===== src/rtl/wb_arb_pkg.sv =====
// wb_arb_pkg: shared types and constants for the two-master Wishbone round-robin arbiter.
//   arb_state_e : arbiter FSM states (IDLE, OWN0, OWN1, ABORT)
//   M0 / M1     : master index values, as stored in the last-grant register
package wb_arb_pkg;
   typedef enum logic [1:0] {
      IDLE  = 2'd0,
      OWN0  = 2'd1,
      OWN1  = 2'd2,
      ABORT = 2'd3
   } arb_state_e;
   localparam logic M0 = 1'b0;
   localparam logic M1 = 1'b1;
endpackage


===== src/rtl/wb_arb_watchdog.sv =====
// wb_arb_watchdog: bus-stall watchdog that aborts a transfer whose STB waits too long for ACK/ERR.
//   clk_i, rst_n_i : clock, asynchronous active-low reset
//   active_i       : a master currently owns the slave
//   stb_i          : slave strobe as presented to the slave
//   resp_i         : slave ACK or ERR this cycle
//   clear_i        : arbiter state changes at the next edge
//   abort_o        : combinational, the current cycle is the last tolerated stall cycle
//   timeout_o      : registered one-cycle pulse following abort_o
module wb_arb_watchdog #(
   parameter int TIMEOUT = 255
) (
   input  logic clk_i,
   input  logic rst_n_i,
   input  logic active_i,
   input  logic stb_i,
   input  logic resp_i,
   input  logic clear_i,
   output logic abort_o,
   output logic timeout_o
);
   localparam int CW = (TIMEOUT > 0) ? $clog2(TIMEOUT + 1) : 1;
   localparam logic [CW-1:0] LIMIT = CW'((TIMEOUT > 0) ? TIMEOUT - 1 : 0);
   logic [CW-1:0] cnt_q, cnt_d;
   logic          timeout_q;
   logic          stall;
   // A response in the limit cycle is not a stall, so an ack always beats the abort.
   assign stall     = active_i & stb_i & ~resp_i;
   assign abort_o   = (TIMEOUT > 0) && stall && (cnt_q == LIMIT);
   // Saturating count of consecutive stalled cycles; never wraps back to zero.
   assign cnt_d     = (TIMEOUT == 0 || !stall || clear_i) ? '0 : (&cnt_q) ? cnt_q : cnt_q + CW'(1);
   assign timeout_o = timeout_q;
   always_ff @(posedge clk_i or negedge rst_n_i) begin
      if (!rst_n_i) begin
         cnt_q     <= '0;
         timeout_q <= 1'b0;
      end else begin
         cnt_q     <= cnt_d;
         timeout_q <= abort_o;
      end
   end
endmodule


===== src/rtl/wb_rr_arbiter.sv =====
// wb_rr_arbiter: two-master, one-slave Wishbone classic round-robin arbiter with stall watchdog.
//   clk_i, rst_n_i             : clock, asynchronous active-low reset
//   m0_* / m1_*                : master ports (cyc/stb/we/sel/adr/dat in; dat/ack/err out)
//   s_*                        : slave port (cyc/stb/we/sel/adr/dat out; dat/ack/err in)
//   timeout_o                  : one-cycle pulse when the watchdog aborts a transfer
// Ownership is held for a whole CYC; ties go to the master that was not granted last.
module wb_rr_arbiter import wb_arb_pkg::*; #(
   parameter int AW      = 32,
   parameter int DW      = 32,
   parameter int TIMEOUT = 255
) (
   input  logic            clk_i,
   input  logic            rst_n_i,
   input  logic            m0_cyc_i,
   input  logic            m0_stb_i,
   input  logic            m0_we_i,
   input  logic [DW/8-1:0] m0_sel_i,
   input  logic [AW-1:0]   m0_adr_i,
   input  logic [DW-1:0]   m0_dat_i,
   output logic [DW-1:0]   m0_dat_o,
   output logic            m0_ack_o,
   output logic            m0_err_o,
   input  logic            m1_cyc_i,
   input  logic            m1_stb_i,
   input  logic            m1_we_i,
   input  logic [DW/8-1:0] m1_sel_i,
   input  logic [AW-1:0]   m1_adr_i,
   input  logic [DW-1:0]   m1_dat_i,
   output logic [DW-1:0]   m1_dat_o,
   output logic            m1_ack_o,
   output logic            m1_err_o,
   output logic            s_cyc_o,
   output logic            s_stb_o,
   output logic            s_we_o,
   output logic [DW/8-1:0] s_sel_o,
   output logic [AW-1:0]   s_adr_o,
   output logic [DW-1:0]   s_dat_o,
   input  logic [DW-1:0]   s_dat_i,
   input  logic            s_ack_i,
   input  logic            s_err_i,
   output logic            timeout_o
);
   arb_state_e state_q, state_d;
   logic       last_grant_q, last_grant_d;
   logic       own0, own1, wd_abort, wd_timeout, owner_cyc;
   assign own0      = (state_q == OWN0);
   assign own1      = (state_q == OWN1);
   // In ABORT the last-grant register still names the master being aborted.
   assign owner_cyc = (last_grant_q == M0) ? m0_cyc_i : m1_cyc_i;
   always_comb begin
      state_d = state_q;
      case (state_q)
         IDLE:  state_d = (m0_cyc_i && (!m1_cyc_i || last_grant_q == M1)) ? OWN0 :
                          m1_cyc_i ? OWN1 : IDLE;
         OWN0:  state_d = wd_abort ? ABORT : m0_cyc_i ? OWN0 : m1_cyc_i ? OWN1 : IDLE;
         OWN1:  state_d = wd_abort ? ABORT : m1_cyc_i ? OWN1 : m0_cyc_i ? OWN0 : IDLE;
         ABORT: state_d = owner_cyc ? ABORT : IDLE;
      endcase
   end
   assign last_grant_d = (state_d == OWN0) ? M0 : (state_d == OWN1) ? M1 : last_grant_q;
   always_ff @(posedge clk_i or negedge rst_n_i) begin
      if (!rst_n_i) begin
         state_q      <= IDLE;
         last_grant_q <= M1;
      end else begin
         state_q      <= state_d;
         last_grant_q <= last_grant_d;
      end
   end
   assign s_cyc_o  = own0 ? m0_cyc_i : own1 ? m1_cyc_i : 1'b0;
   assign s_stb_o  = own0 ? m0_stb_i : own1 ? m1_stb_i : 1'b0;
   assign s_we_o   = own0 ? m0_we_i  : own1 ? m1_we_i  : 1'b0;
   assign s_sel_o  = own0 ? m0_sel_i : own1 ? m1_sel_i : '0;
   assign s_adr_o  = own0 ? m0_adr_i : own1 ? m1_adr_i : '0;
   assign s_dat_o  = own0 ? m0_dat_i : own1 ? m1_dat_i : '0;
   assign m0_dat_o = s_dat_i;
   assign m1_dat_o = s_dat_i;
   assign m0_ack_o = own0 & s_ack_i;
   assign m1_ack_o = own1 & s_ack_i;
   // The watchdog pulse is only ever high in the first ABORT cycle.
   assign m0_err_o = (own0 & s_err_i) | (wd_timeout & (last_grant_q == M0));
   assign m1_err_o = (own1 & s_err_i) | (wd_timeout & (last_grant_q == M1));
   assign timeout_o = wd_timeout;
   wb_arb_watchdog #(
      .TIMEOUT (TIMEOUT)
   ) u_watchdog (
      .clk_i     (clk_i),
      .rst_n_i   (rst_n_i),
      .active_i  (own0 | own1),
      .stb_i     (s_stb_o),
      .resp_i    (s_ack_i | s_err_i),
      .clear_i   (state_d != state_q),
      .abort_o   (wd_abort),
      .timeout_o (wd_timeout)
   );
endmodule


===== config.mk =====
export PLATFORM = sky130hd
export DESIGN_NAME = wb_rr_arbiter
export DESIGN_NICKNAME = d
export VERILOG_FILES = /design/src/rtl/wb_arb_pkg.sv /design/src/rtl/wb_arb_watchdog.sv /design/src/rtl/wb_rr_arbiter.sv
export SDC_FILE = /design/constraint.sdc
export NUM_CORES = 1
export LEC_CHECK = 0
export CORE_AREA = 4 4 122 124
export CTS_CLUSTER_DIAMETER = 100
export DETAILED_ROUTE_END_ITERATION = 12
export DIE_AREA = 0 0 126 128
export GPL_TIMING_DRIVEN = 0
export PLACE_DENSITY = 0.58
export SYNTH_ARGS = -nofsm -noshare
export SYNTH_HDL_FRONTEND = slang
export SYNTH_HIERARCHICAL = 1
export SYNTH_SLANG_ARGS = --single-unit

===== constraint.sdc =====
create_clock -name clk_i -period 4 [get_ports clk_i]
set_input_delay 1 -clock clk_i [delete_from_list [all_inputs] [get_ports clk_i]]
set_output_delay 1 -clock clk_i [all_outputs]
set_load 0.03 [all_outputs]

======== Word-level counts from Yosys, hierarchy flattened ========
Cells that the tools add are included.
storage, ports and cells
  bits in registers ....................... 12
  latch bits .............................. 0
  RAM bits ................................ 0
  bits in read-only memories .............. 0
  input bits .............................. 178
  output and inout port bits .............. 140
  word-level logic and storage cells ...... 62
  memories kept ........................... 0
operators by class
  add/sub/neg operators ................... 1
  multiply operators ...................... 0
  div/mod/pow operators ................... 0
  $lt $le $gt $ge ......................... 0
  equal/unequal tests ..................... 8
  shift operators ......................... 0
  mux-type cells .......................... 26
  bitwise logic cells ..................... 14
  reduce and logical (&&, ||, !) cells .... 9
operators with widths
  kind                                                                     number
  32-bit 2-to-1 mux                                                        4
  8-bit 2-to-1 mux                                                         2
  2-bit 2-to-1 mux                                                         7
  1-bit 2-to-1 mux                                                         10
  8-bit by 1-bit adder with 8-bit output, second input constant            1
  1-bit AND                                                                8
  8-bit == test, second input constant                                     1
  4-bit 2-to-1 mux                                                         2
  2-bit case mux with 4 select lines                                       1
  8-bit AND reduction                                                      1
  2-bit == test, second input constant                                     3
  2-bit by 1-bit == test with 1-bit output, second input constant          2
  1-bit bitwise OR                                                         4
  1-bit logical AND                                                        2
  1-bit zero test                                                          2
  2-bit zero test                                                          1
  1-bit logical OR                                                         2
  2-bit by 1-bit inequality test with 1-bit output, second input constant  1
  2-bit inequality test                                                    1
  1-bit inverter                                                           2
  2-bit nonzero test                                                       1

======== Longest topological paths before layout ========
  depth in word-level cells ............... 11
  gate-level depth with buffers ........... 17
  depth with buffers taken out ............ 13

======== Modules after synthesis ========
The synthesis kept the hierarchy.
modules (own cells, without submodules)
  module           times used  cells an instance  area each (µm²)  sequential area each (µm²)
  wb_rr_arbiter    1           199                1,552.7          76.3
  wb_arb_watchdog  1           53                 526.8            225.2

======== Worst setup path after synthesis ========
Ideal clock, no wire load.
  path kind ............................... register to register
  from .................................... register state_q[0]
  to ...................................... register u_watchdog.cnt_q[5]
  library setup time ...................... 0.125 ns
  arrival time ............................ 3.665 ns
  required time ........................... 3.875 ns
  slack ................................... 0.210 ns
  stages on the path, launching flop included .. 17
  path buffers ............................ 3
  period minus slack after synthesis ...... 3.790 ns
  cell sequence ........................... dfrtp_1 -> inv_1 -> ha_1 -> nor2b_1 -> buf_2 -> buf_2 -> a22o_1 -> nand2_1 -> nor4_1 -> o22a_1 -> a221oi_2 -> or4_1 -> nand4_1 -> nand4bb_1 -> buf_1 -> nor2_1 -> mux2_4
between the ends
  cells in the longest elaborated chain, start to end .. 11
  elaborated cells between the ends (all ways) .. 18
  classes of those cells .................. eq/ne: 5; mux: 6; bitwise: 3; reduce/logical: 4
RTL lines
  item                                                                                                          RTL line                                  RTL
  start: declaration                                                                                            wb_rr_arbiter.sv:43                       arb_state_e state_q, state_d;
  start signal: assignment                                                                                      wb_rr_arbiter.sv:66                       state_q <= state_d;
  2-bit == test                                                                                                 wb_rr_arbiter.sv:47                       assign own1 = (state_q == OWN1);
  1-bit 2-to-1 mux                                                                                              wb_rr_arbiter.sv:71                       assign s_stb_o = own0 ? m0_stb_i : own1 ? m1_stb_i : 1'b0;
  1-bit 2-to-1 mux (*)                                                                                          wb_rr_arbiter.sv:71
  named net s_stb_o                                                                                             wb_rr_arbiter.sv:33                       output logic s_stb_o,
  1-bit AND (*) (2 in a row)                                                                                    wb_arb_watchdog.sv:27                     assign stall = active_i & stb_i & ~resp_i;
  1-bit logical AND (*)                                                                                         wb_arb_watchdog.sv:28                     assign abort_o = (TIMEOUT > 0) && stall && (cnt_q == LIMIT);
  named net wd_abort                                                                                            wb_rr_arbiter.sv:45                       logic own0, own1, wd_abort, wd_timeout, owner_cyc;
  2-bit 2-to-1 mux (on tied branches)                                                                           wb_rr_arbiter.sv:56, wb_rr_arbiter.sv:55
  2-bit case mux with 4 select lines (*)                                                                        wb_rr_arbiter.sv:52                       case (state_q)
  2-bit inequality test (*)                                                                                     wb_rr_arbiter.sv:92                       .clear_i (state_d != state_q),
  1-bit logical OR (*)                                                                                          wb_arb_watchdog.sv:30                     assign cnt_d = (TIMEOUT == 0 || !stall || clear_i) ? '0 : (&cnt_q) ? cnt_q : cnt_q + CW'(1);
  2-bit by 1-bit inequality test with 1-bit output (no source line) / 8-bit 2-to-1 mux (equally long branches)  --
  end signal: assignment                                                                                        wb_arb_watchdog.sv:37                     cnt_q <= cnt_d;
  end: declaration                                                                                              wb_arb_watchdog.sv:23                     logic [CW-1:0] cnt_q, cnt_d;
Mark *: on every way through the listed nets, which the timed path passes. The rest lies on a longest branch.
A chain may end at the register's enable or synchronous reset.

======== Final worst setup path ========
  from .................................... register state_q[1]
  to ...................................... output port s_dat_o[0]
between the ends
  cells in the longest elaborated chain, start to end .. 3
  elaborated cells between the ends (all ways) .. 4
  classes of those cells .................. eq/ne: 2; mux: 2
RTL lines
  item                   RTL line             RTL
  2-bit == test          wb_rr_arbiter.sv:47
  32-bit 2-to-1 mux      wb_rr_arbiter.sv:75  assign s_dat_o = own0 ? m0_dat_i : own1 ? m1_dat_i : '0;
  32-bit 2-to-1 mux (*)  wb_rr_arbiter.sv:75
  end: declaration       wb_rr_arbiter.sv:37  output logic [DW-1:0] s_dat_o,
Mark *: on every way between the ends. The rest lies on a longest branch, timed or not.

==> impl_results.md <==
* Status: completed
* Post-layout util at 0.3826
* Synth Instances at ~250
* Worst setup SP type: flip-flop
* Net count after synthesis at 437
* CTS sink cnt at 12
* Hold_ws at between 0.5 and 0.6 ns
* Final hold viol count at 0
* Initial Util at 0.1510
* Gpl congestion at 0.9569
* Via-to-Cell Ratio at 4.206
* RSZ-0062 raised after global routing: no
* Post-synth top area share at 0.2948
* Dominant cell type by area after synthesis: a22o_1
* Pins Over Slew Limit at 0
* Die Span X at 126 um
* Multi-input gate area at around 1200 um^2
* Antenna viol nets, final at 0
* Largest net degree at the start of global routing at 13
* Bufs on Longest Clock Path at 2
* Drt pass-1 iters at 4
* Via count at between 3000 and 4000
* Yosys warnings at 6
* IO Port Bufs at 285
* Most frequent cell after synthesis: a22o_1
* Post-synth EDFFs at 0
* Post-DR wirelength/cell at 19.69 um
* Met2 Resource Use GR at 0.2808
* Final #Nets at around 730
* Critical-path top delay cell: clkdlybuf4s50_1
* Clk slew on worst S/H paths at 0.04 ns
* Global-route wire length before repair at 20.33 mm
* Total gr overflow at 0
* Initial DRC Count at 122
* Crit path max-delay family: buffers and inverters
* Vias in the first global route at ~3200
* Die H at between 100 and 150 um
* Crit-path max FO at 10
* GR Util met1 at 0.2029
* Top cells by count, synth: 70 x a22o_1, 64 x buf_4, 11 x dfrtp_1, 10 x inv_1
* Register area at about 300 um^2
* Total CTS buffers at 3
* WP data required at roughly 3 ns
* DRC Markers at 0
* Hold Path Class: flip-flop to flip-flop
* Clock skew at 0.001925 ns
* Relative slew slack at 0.6175
* IR drop worst, VDD at 0.0002024 V
* Fillcell total at between 1000 and 1500
* Post-DP HPWL at 12.27 mm
* Ordered list of cells on the worst path: inv_1 > ha_1 > buf_6 > buf_2 > clkbuf_1 > a22o_1 > clkdlybuf4s50_1
* Ys flop type: dfrtp_1
* H-tree depth at 1
* Number of core rows at 43
* Crit share post-route at 0.9365
* GRT busiest layer: met2
* Crit path buf inv count at 5
* CTS tree: yes
* FMAX at 266.9 MHz
* Worst-Skew Late Latency at between 0.2 and 0.25 ns
* Antenna violations before repair at 3
* Layout area overhead at 153.4%
* Grt met3 use at 0.03875
* Core Footprint at 13770 um^2
* Synthesized cell area at 2079 um^2
* Setup CP Type: flip-flop to output port
* I/O Pins at about 320
* Seq/Total Area, Yosys at 0.1450
* Global Route Usage Sum at 0.1628
* Max Cap Violations at 0
* Ys async rst share at 1.000
* Final Setup Violations at 0
* Share of cells above drive strength 1 at 0.1630
* # hold bufs at CTS at 0
* Die area at 16130 um^2
* Largest cells by area after synthesis: a22o_1 29%, buf_4 23%, dfrtp_1 13%
* Syn_area_per_cell at 8.252 um^2
* Pleak at ~2.1 nW
* Final WL at roughly 14 mm
* FF+latch count, synth at 12
* Crit path arrival time at 2.75 ns
* Post-synth cell types at 44
* Fin crit period at 3.746 ns
* Biggest cell delay along the critical path at 0.72 ns
* Pwr/cell area at 527.9 nW/um^2
* Worst-margin pin slew at about 0.57 ns
* CTS Root Cell: clkbuf_16
* CP endpoint kind: output port
==> cell usage in the layout (no fill, tap or decap), types with 2 or more instances in the layout <==
cell type / instances
buf_4: 64
inv_1: 10
buf_6: 2
nor3b_1: 2
nand3_1: 4
nand2b_1: 2
nor3_1: 9
diode_2: 2
buf_2: 6
a211oi_1: 2
nand2_1: 9
dfrtp_1: 11
a22o_1: 69
nor2_1: 3
and2_1: 2
nand4_1: 3
clkbuf_16: 3
a21oi_1: 4
clkdlybuf4s50_1: 285
ha_1: 7
a31oi_1: 2
clkbuf_1: 8
o21ai_0: 5
==> through the flow <==
stage / std cells / total power [mW] / setup TNS, ns / area, um^2 / worst slack, ns
6_report: 722 / 2.782 / 0 / 5270 / 0.2539
4_1_cts: 720 / 2.809 / 0 / 5258 / 0.08351
3_5_place_dp: 717 / 2.581 / -1.858 / 5157 / -0.4236
3_3_place_gp: 717 / 2.574 / -1.346 / 5157 / -0.3665
2_1_floorplan: 252 / 1.534 / 0 / 2079 / 0.2101
5_1_grt: 722 / 2.922 / 0 / 5270 / 0.02407
==> registers in the layout, indices dropped and copies added (netlist names) <==
signal                cells
last_grant_q              1
state_q                   2
u_watchdog/cnt_q          8
u_watchdog/timeout_o      1
==> power breakdown <==
part / internal [mW] / leakage (nW) / switching [mW] / total [mW]
registers: 0.140 / 0.162 / 0.0172 / 0.157
logic: 1.05 / 1.94 / 1.37 / 2.42
clock network: 0.151 / 0.0442 / 0.0547 / 0.206
total: 1.34 / 2.14 / 1.44 / 2.78
==> worst paths after layout <==
check	startpoint	end	slack, ns	depth (start not counted)
min reg2reg	last_grant_q	last_grant_q	0.57	2
max	state_q[1]	s_dat_o[0]	0.25	7
max in group asynchronous	rst_n_i	last_grant_q	2.50	1
max reg2reg	state_q[0]	u_watchdog/cnt_q[5]	0.31	15
min	last_grant_q	last_grant_q	0.57	2
min in group asynchronous	rst_n_i	u_watchdog/cnt_q[7]	1.13	1
==> tightest hold or removal path, delay by kind of cell (launching register included) <==
family | cells | cell delay [ns]
buf+inv | 1 | 0.08
flops | 1 | 0.39
mux | 1 | 0.08
==> logic make-up after synthesis <==
group / Yosys count / synth area share
buf+inv: 93 / 0.2942
fa+ha+maj: 7 / 0.04212
flops: 12 / 0.1450
mux: 2 / 0.01203
simple gates: 45 / 0.1306
compound gates: 93 / 0.3761
==> per-layer routing <==
layer | share of wire | wire (um)
met3 | 0.077 | 1099
met1 | 0.41 | 5804
met2 | 0.50 | 7041
met4 | 0.018 | 255
met5 | 0.00091 | 13
==> cell type report <==
class / instances / share of cell area
clock buffer: 4 / 0.01686
multi-input combinational: 147 / 0.2253
antenna: 2 / 0.0009497
timing repair buffer: 285 / 0.5413
buffer: 82 / 0.1085
inverter: 10 / 0.007123
sequential: 12 / 0.05722
tap: 180 / 0.04274
==> repair_timing <==
action / 4_1_cts / 5_1_grt
buffers inserted: 0 / 0
endpoints found under the setup margin: 8 / 10
resized for setup: 2 / 4
hold endpoints to repair: 0 / 0
Note: power is estimated with default switching activity, not from simulation.
